File: src/rtl/alu_pkg.sv
// Shared types for the lane-serial ALU: opcode and FSM state encodings.
package alu_pkg;

    typedef enum logic [3:0] {
        OP_ADD = 4'd0,
        OP_SUB = 4'd1,
        OP_AND = 4'd2,
        OP_EOR = 4'd3,
        OP_OR  = 4'd4,
        OP_LSR = 4'd5,
        OP_ASL = 4'd6,
        OP_ROL = 4'd7,
        OP_ROR = 4'd8
    } alu_op_t;

    typedef enum logic [1:0] {
        IDLE = 2'd0,
        RUN  = 2'd1,
        DONE = 2'd2
    } alu_state_t;

    // Codes from here to 15 produce a zero result and clear carry.
    localparam logic [3:0] OP_RSVD_MIN = 4'd9;

endpackage

File: src/rtl/alu_lane.sv
// Combinational LANE_W-bit ALU slice; BCD adjust is built only with DECIMAL_MODE_EN.
module alu_lane
    import alu_pkg::*;
#(
    parameter int LANE_W = 8
) (
    input  alu_op_t           op,
    input  logic [LANE_W-1:0] a,
    input  logic [LANE_W-1:0] b,
    input  logic              cin,
    input  logic              dec,
    output logic [LANE_W-1:0] res,
    output logic              cout
);

    logic [LANE_W-1:0] b_eff;
    logic [LANE_W:0]   sum;
    logic              rsvd;

    assign rsvd  = (4'(op) >= OP_RSVD_MIN);
    assign b_eff = (op == OP_SUB) ? ~b : b;
    assign sum   = {1'b0, a} + {1'b0, b_eff} + {{LANE_W{1'b0}}, cin};

`ifdef DECIMAL_MODE_EN
    // Nibble-serial BCD add/subtract; the carry ripples nibble to nibble.
    function automatic logic [LANE_W:0] bcd_addsub(input logic [LANE_W-1:0] x,
                                                   input logic [LANE_W-1:0] y,
                                                   input logic c,
                                                   input logic sub);
        logic [4:0]        nib;
        logic              carry;
        logic [LANE_W-1:0] r;
        carry = c;
        r     = '0;
        for (int i = 0; i < LANE_W / 4; i++) begin
            nib = {1'b0, x[4*i +: 4]} + {1'b0, (sub ? ~y[4*i +: 4] : y[4*i +: 4])} + {4'd0, carry};
            if (sub) begin
                carry = nib[4];
                if (!nib[4]) nib = nib - 5'd6;
            end else if (nib > 5'd9) begin
                nib   = nib + 5'd6;
                carry = 1'b1;
            end else begin
                carry = 1'b0;
            end
            r[4*i +: 4] = nib[3:0];
        end
        return {carry, r};
    endfunction
`else
    logic unused_dec;
    assign unused_dec = dec;
`endif

    always_comb begin
        res  = '0;
        cout = 1'b0;
        if (!rsvd) begin
            case (op)
                OP_ADD, OP_SUB: begin
                    {cout, res} = sum;
`ifdef DECIMAL_MODE_EN
                    if (dec) {cout, res} = bcd_addsub(a, b, cin, op == OP_SUB);
`endif
                end
                OP_AND: res = a & b;
                OP_EOR: res = a ^ b;
                OP_OR:  res = a | b;
                OP_LSR, OP_ROR: begin
                    res  = {cin, a[LANE_W-1:1]};
                    cout = a[0];
                end
                OP_ASL, OP_ROL: begin
                    res  = {a[LANE_W-2:0], cin};
                    cout = a[LANE_W-1];
                end
                default: begin
                    res  = '0;
                    cout = 1'b0;
                end
            endcase
        end
    end

endmodule

File: src/rtl/alu_seq.sv
// Lane-serial ALU top: FSM, lane sequencing, shadow accumulation and flag commit.
// Optional BCD arithmetic is enabled by defining DECIMAL_MODE_EN.
module alu_seq
    import alu_pkg::*;
#(
    parameter int WIDTH  = 16,
    parameter int LANE_W = 8
) (
    input  logic             clk,
    input  logic             rst,
    input  logic             start,
    input  alu_op_t          op,
    input  logic [WIDTH-1:0] a,
    input  logic [WIDTH-1:0] b,
    input  logic             cin,
    input  logic             dec,
    output logic             busy,
    output logic             done,
    output logic [WIDTH-1:0] res,
    output logic             cout,
    output logic             ovf,
    output logic             neg,
    output logic             zero
);

    localparam int LANES = WIDTH / LANE_W;
    localparam int CNT_W = (LANES > 1) ? $clog2(LANES) : 1;
    localparam logic [CNT_W-1:0] LAST = CNT_W'(LANES - 1);

    alu_state_t        state_q, state_d;
    logic [CNT_W-1:0]  cnt_q;
    logic [CNT_W-1:0]  lane_sel;
    logic [WIDTH-1:0]  a_q, b_q, shadow_q, shadow_next;
    alu_op_t           op_q;
    logic              carry_q;
    logic              dec_lane;
    logic              accept, last_lane, msb_first;
    logic [LANE_W-1:0] lane_a, lane_b, lane_res;
    logic              lane_cout;
    logic              b_msb, ovf_next;

    assign busy      = (state_q == RUN);
    assign done      = (state_q == DONE);
    assign accept    = start && (state_q != RUN);
    assign last_lane = (cnt_q == LAST);
    assign msb_first = (op_q == OP_LSR) || (op_q == OP_ROR);
    assign lane_sel  = msb_first ? (LAST - cnt_q) : cnt_q;
    assign lane_a    = a_q[int'(lane_sel) * LANE_W +: LANE_W];
    assign lane_b    = b_q[int'(lane_sel) * LANE_W +: LANE_W];

`ifdef DECIMAL_MODE_EN
    logic dec_q;
    assign dec_lane = dec_q;
`else
    logic unused_dec;
    assign unused_dec = dec;
    assign dec_lane   = 1'b0;
`endif

    alu_lane #(.LANE_W(LANE_W)) u_lane (
        .op   (op_q),
        .a    (lane_a),
        .b    (lane_b),
        .cin  (carry_q),
        .dec  (dec_lane),
        .res  (lane_res),
        .cout (lane_cout)
    );

    always_comb begin
        shadow_next = shadow_q;
        shadow_next[int'(lane_sel) * LANE_W +: LANE_W] = lane_res;
    end

    // Overflow is judged on the effective second operand, so SUB uses ~b.
    assign b_msb    = (op_q == OP_SUB) ? ~b_q[WIDTH-1] : b_q[WIDTH-1];
    assign ovf_next = ((op_q == OP_ADD) || (op_q == OP_SUB))
                      && (a_q[WIDTH-1] == b_msb)
                      && (shadow_next[WIDTH-1] != a_q[WIDTH-1]);

    always_comb begin
        state_d = state_q;
        case (state_q)
            IDLE:    if (start) state_d = RUN;
            RUN:     if (last_lane) state_d = DONE;
            DONE:    state_d = start ? RUN : IDLE;
            default: state_d = IDLE;
        endcase
    end

    always_ff @(posedge clk or posedge rst) begin
        if (rst) begin
            state_q <= IDLE;
            cnt_q   <= '0;
            res     <= '0;
            cout    <= 1'b0;
            ovf     <= 1'b0;
            neg     <= 1'b0;
            zero    <= 1'b1;
        end else begin
            state_q <= state_d;
            if (accept) begin
                cnt_q <= '0;
            end else if (state_q == RUN) begin
                cnt_q <= cnt_q + CNT_W'(1);
            end
            if ((state_q == RUN) && last_lane) begin
                res  <= shadow_next;
                cout <= lane_cout;
                ovf  <= ovf_next;
                neg  <= shadow_next[WIDTH-1];
                zero <= (shadow_next == '0);
            end
        end
    end

    // Operand and shadow storage carries data only, so it has no reset.
    always_ff @(posedge clk) begin
        if (accept) begin
            a_q     <= a;
            b_q     <= b;
            op_q    <= op;
            carry_q <= ((op == OP_LSR) || (op == OP_ASL)) ? 1'b0 : cin;
`ifdef DECIMAL_MODE_EN
            dec_q   <= dec;
`endif
        end else if (state_q == RUN) begin
            shadow_q <= shadow_next;
            carry_q  <= lane_cout;
        end
    end

endmodule

File: config.mk
export PLATFORM = sky130hd
export DESIGN_NAME = alu_seq
export DESIGN_NICKNAME = d
export VERILOG_FILES = /design/src/rtl/alu_pkg.sv /design/src/rtl/alu_lane.sv /design/src/rtl/alu_seq.sv
export SDC_FILE = /design/constraint.sdc
export NUM_CORES = 1
export LEC_CHECK = 0
export BUFFER_PORTS_ARGS = -buffer_cell sky130_fd_sc_hd__buf_4
export CAP_MARGIN = 20
export CORE_MARGIN = 2
export CORE_UTILIZATION = 43
export CTS_BUF_LIST = sky130_fd_sc_hd__clkbuf_8
export CTS_CLUSTER_SIZE = 25
export DETAILED_ROUTE_END_ITERATION = 7
export GPL_TIMING_DRIVEN = 0
export PLACE_DENSITY = 0.77
export SYNTH_ARGS = -nofsm -noshare
export SYNTH_HDL_FRONTEND = slang
export SYNTH_SLANG_ARGS = --single-unit
File: constraint.sdc
create_clock -name clk -period 5 [get_ports clk]
set_input_delay 0 -clock clk [delete_from_list [all_inputs] [get_ports clk]]
set_output_delay 0 -clock clk [all_outputs]
set_load 0.02 [all_outputs]
==> flow_summary.ini <==
[finish]
most_common_cell_after_layout_fill_and_taps_aside = buf_4
post_route_cells_drive_above_1_share = 0.2495
diodes = 0
layout_area_overhead_pct = 31.74
layout.area.seq_um2 = 2143
filler_cell_count = 807
multiInputGateArea_um2 = 2152
most-common-layout-cells = buf_4, edfxtp_1, dlygate4sd3_1, mux2i_1, nand2_1
net_count_of_the_finished_layout = 586
layout.core_utilization = 0.5747

[pwr]
power-per-cell-area_nw_per_um2 = 628.8
part_of_the_power_in_the_clock_network = 0.124
p_seq_frac = 0.300
combinational_cell_fraction_of_total_power = 0.576
static-leakage-power_nw = 2.529
totalPowerFinal_mw = 3.664
internal_power_mw = 2.068
irDropWorstVdd_v = 0.0003644
net-switching-power_mw = 1.596
netSwitchingFraction = 0.4357

[global_route]
grt_use_met3 = 0.04576
global_route.usage.total = 0.2116
grt_max_degree = 28
met2_usage = 0.3516
global_route_wire_length_before_repair_mm = 18.03
antenna_found_initial = 0
groute.layer.met1.usage = 0.2743
globalRoute.busiestLayer = met2
gr-total-overflow = 0
grt_pass1_vias = 3600

[clock_network]
cts_tree = built
clock_sink_count = 75
cts.htree.levels = 3
worst_setup_hold_path_clk_slew_ps = 90
cts-buffers-inserted = 9
clk_root_buffer_cell = clkbuf_8
clock_path_buffers = 2
worstSkewPairLatency_ps = 370

[drt]
detail_route.drc_violations = 0
ant_nets = 0
vias = 3604
aggregate_routed_wire_length_mm = 11.38
wl_per_cell_um = 17.22
firstDrtPassIters = 4
detailedRoute.firstIterationViolations = 281
viasPerCell = 5.452

[sta]
totalNegativeSetupSlack_ps = 0
worst_hold_margin_ps = 340.7
final_critical_path_required_period_ps = 4837
clock_skew_ps = 18.10
setup-violations-final = 0
max-slew-margin-rel = 0.3811
final_min_period_over_clock_period = 0.9674
timing_hold_violations_final = 0
timing_max_transition_violations_final = 0
worst_slew_pin_slew_ps = 904.9
maxClockFrequency_mhz = 206.7
unrepaired_setup_endpoints_after_global_routing = no

[min_path]
type_of_the_most_critical_hold_path = in2reg
timing.hold.worst.start = b[15]

[setup_path]
critical_path.cell_chain = buf_4 -> nor4b_4 -> or2_1 -> buf_6 -> xnor2_4 -> clkbuf_16 -> buf_4 -> mux2i_1 -> xnor2_1 -> fa_1 -> o31a_1 -> a21oi_2 -> o21a_1 -> a31oi_1 -> or4_4 -> or4_4 -> o41ai_2
cp_slowest_cell = or4_4
timing.critical_path.from = op_q[3]$_DFFE_PP_
worst-endpoint-required_ps = 5280
timing.critical_path.from_type = flop
crit_path_max_incr_delay_ps = 590
setup.worst_path.class = reg2reg
r2r-start = op_q[3]$_DFFE_PP_
worst_ep_arrival_time_ps = 5120
timing.critical_path.fanout_max = 9
crit_path_end_kind = flop

[flow_run]
drv.max_cap_violation_count = 0

[synth]
yosysWarnings = 0
synth.lib_cells_used.distinct = 57
synth-main-ff-cell = edfxtp_1
synth-edff-count = 53
synth_area_um2 = 4423
synthesis.area_per_instance_um2 = 11.09
syn-instance-count = 399
syn_nets = 465
ys_seq_area_frac = 0.4846
ys_seq_elements = 75
synth_async_sr_flop_share = 0.2933

[run_status]
result_of_the_run = completed

[die]
die_w_um = 105.4
design.core.area_um2 = 10140
dieHeight_um = 105.4
total_die_area_um2 = 11110
top_level_ports = 63
initial_utilization = 0.4363
rows = 37

[placement]
gpl.final_weighted_congestion = 0.8651
portBuffers = 61
place_hpwl_mm = 8.011
-- cell families (layout without fill, tap and decap cells) --
| kind of cell | count (synthesis) | after routing | synth area share |
|---|---|---|---|
| AOI/OAI and AO/OA | 72 | 72 | 0.1075 |
| buffers and inverters | 49 | 175 | 0.04752 |
| adders and majority gates | 25 | 25 | 0.07412 |
| and+or+nand+nor | 110 | 110 | 0.1273 |
| muxes | 54 | 54 | 0.1270 |
| DFF | 75 | 75 | 0.4846 |
| xor gates and xnor gates | 14 | 14 | 0.03197 |
-- per-layer routing --
layer | share of wire | wire, um | up-vias
met5 | 0 | 0 | -
met4 | 0.022 | 250 | 0
met3 | 0.052 | 587 | 22
met2 | 0.50 | 5643 | 118
met1 | 0.43 | 4901 | 1766
li1 | - | - | 1698
-- cell type report --
cell class,count,area share
buffer,21,0.02212
clock buffer,10,0.02362
clock inverter,6,0.007945
inverter,28,0.01804
multi-input combinational,275,0.3693
sequential,75,0.3678
tap,136,0.02920
timing repair buffer,110,0.1619
-- power groups by stage --
stage | Combinational, mW | Clock (mW) | Sequential (mW)
floorplan | 1.29 | 0 | 1.14
global placement | 1.85 | 0 | 1.10
detailed placement | 1.93 | 0 | 1.10
CTS | 2.06 | 0.459 | 1.09
global route | 2.30 | 0.489 | 1.12
finish | 2.11 | 0.454 | 1.10
-- stage by stage --
stage	cell area (um2)	setup WS [ps]	cells
after floorplan	4423	83.01	399
final	5827	162.9	661
after CTS	5756	75.04	657
after detailed placement	5086	-916.8	597
after global placement	5051	-822.8	596
after global routing	5827	21.68	661
-- synth_stat cells, types with 2 or more instances --
cell type | instances | area (um2)
a211oi_1 | 4 | 30.03
xor2_1 | 3 | 26.28
mux2_2 | 17 | 191.4
ha_1 | 23 | 287.8
o21ai_0 | 18 | 90.09
a21o_1 | 3 | 22.52
clkbuf_1 | 12 | 45.04
inv_1 | 28 | 105.1
nor2b_1 | 4 | 25.02
o22ai_1 | 7 | 43.79
fa_1 | 2 | 40.04
dfrtp_1 | 21 | 525.5
nand2b_1 | 10 | 62.56
buf_2 | 3 | 15.01
o31ai_1 | 4 | 30.03
or4_1 | 3 | 22.52
xnor2_1 | 10 | 87.58
nor3_1 | 6 | 30.03
a21oi_1 | 14 | 70.07
nand2_1 | 33 | 123.9
buf_4 | 2 | 15.01
nor2_1 | 27 | 101.4
or3_1 | 5 | 31.28
nand3_1 | 3 | 15.01
a2111oi_0 | 3 | 26.28
a31oi_1 | 4 | 25.02
edfxtp_1 | 53 | 1592
o221ai_1 | 3 | 26.28
nor4_1 | 2 | 12.51
nand3b_1 | 5 | 37.54
o21a_1 | 2 | 15.01
mux2i_1 | 37 | 370.4
buf_6 | 2 | 22.52
and3_1 | 2 | 12.51
buf_1 | 2 | 7.510
-- final timing paths --
kind | endpoint | slack, ps | cells past startpoint
setup / recovery | zero$_DFFE_PP1P_ | 160 | 17
hold / removal | b_q[15]$_DFFE_PP_ | 340 | 2
setup reg to reg | zero$_DFFE_PP1P_ | 160 | 17
hold reg to reg | res[8]$_DFFE_PP0P_ | 480 | 2
max in group asynchronous | res[4]$_DFFE_PP0P_ | 4080 | 3
min in group asynchronous | res[12]$_DFFE_PP0P_ | 370 | 3
-- registers in the layout (all words and copies together) (netlist names), 2 cells and up --
name      count
b_q          16
op_q          4
shadow_q     16
a_q          16
res          16
state_q       2
-- worst max-delay path, delay by kind of cell (launching register included) --
kind | cells | cell delay (ps)
simple gates | 4 | 1500
compound gates | 5 | 950
buf+inv | 4 | 680
fa+ha+maj | 1 | 470
xor+xnor | 2 | 430
flops | 1 | 370
mux | 1 | 360
-- timing repair --
item	CTS	global route
hold buffers	38	1
endpoints found under the hold margin	58	1
gates resized for setup	12	8
setup endpoints to repair	23	1
buffers inserted	6	3
pin swaps	2	3
Power figures use the tool's default switching activity.
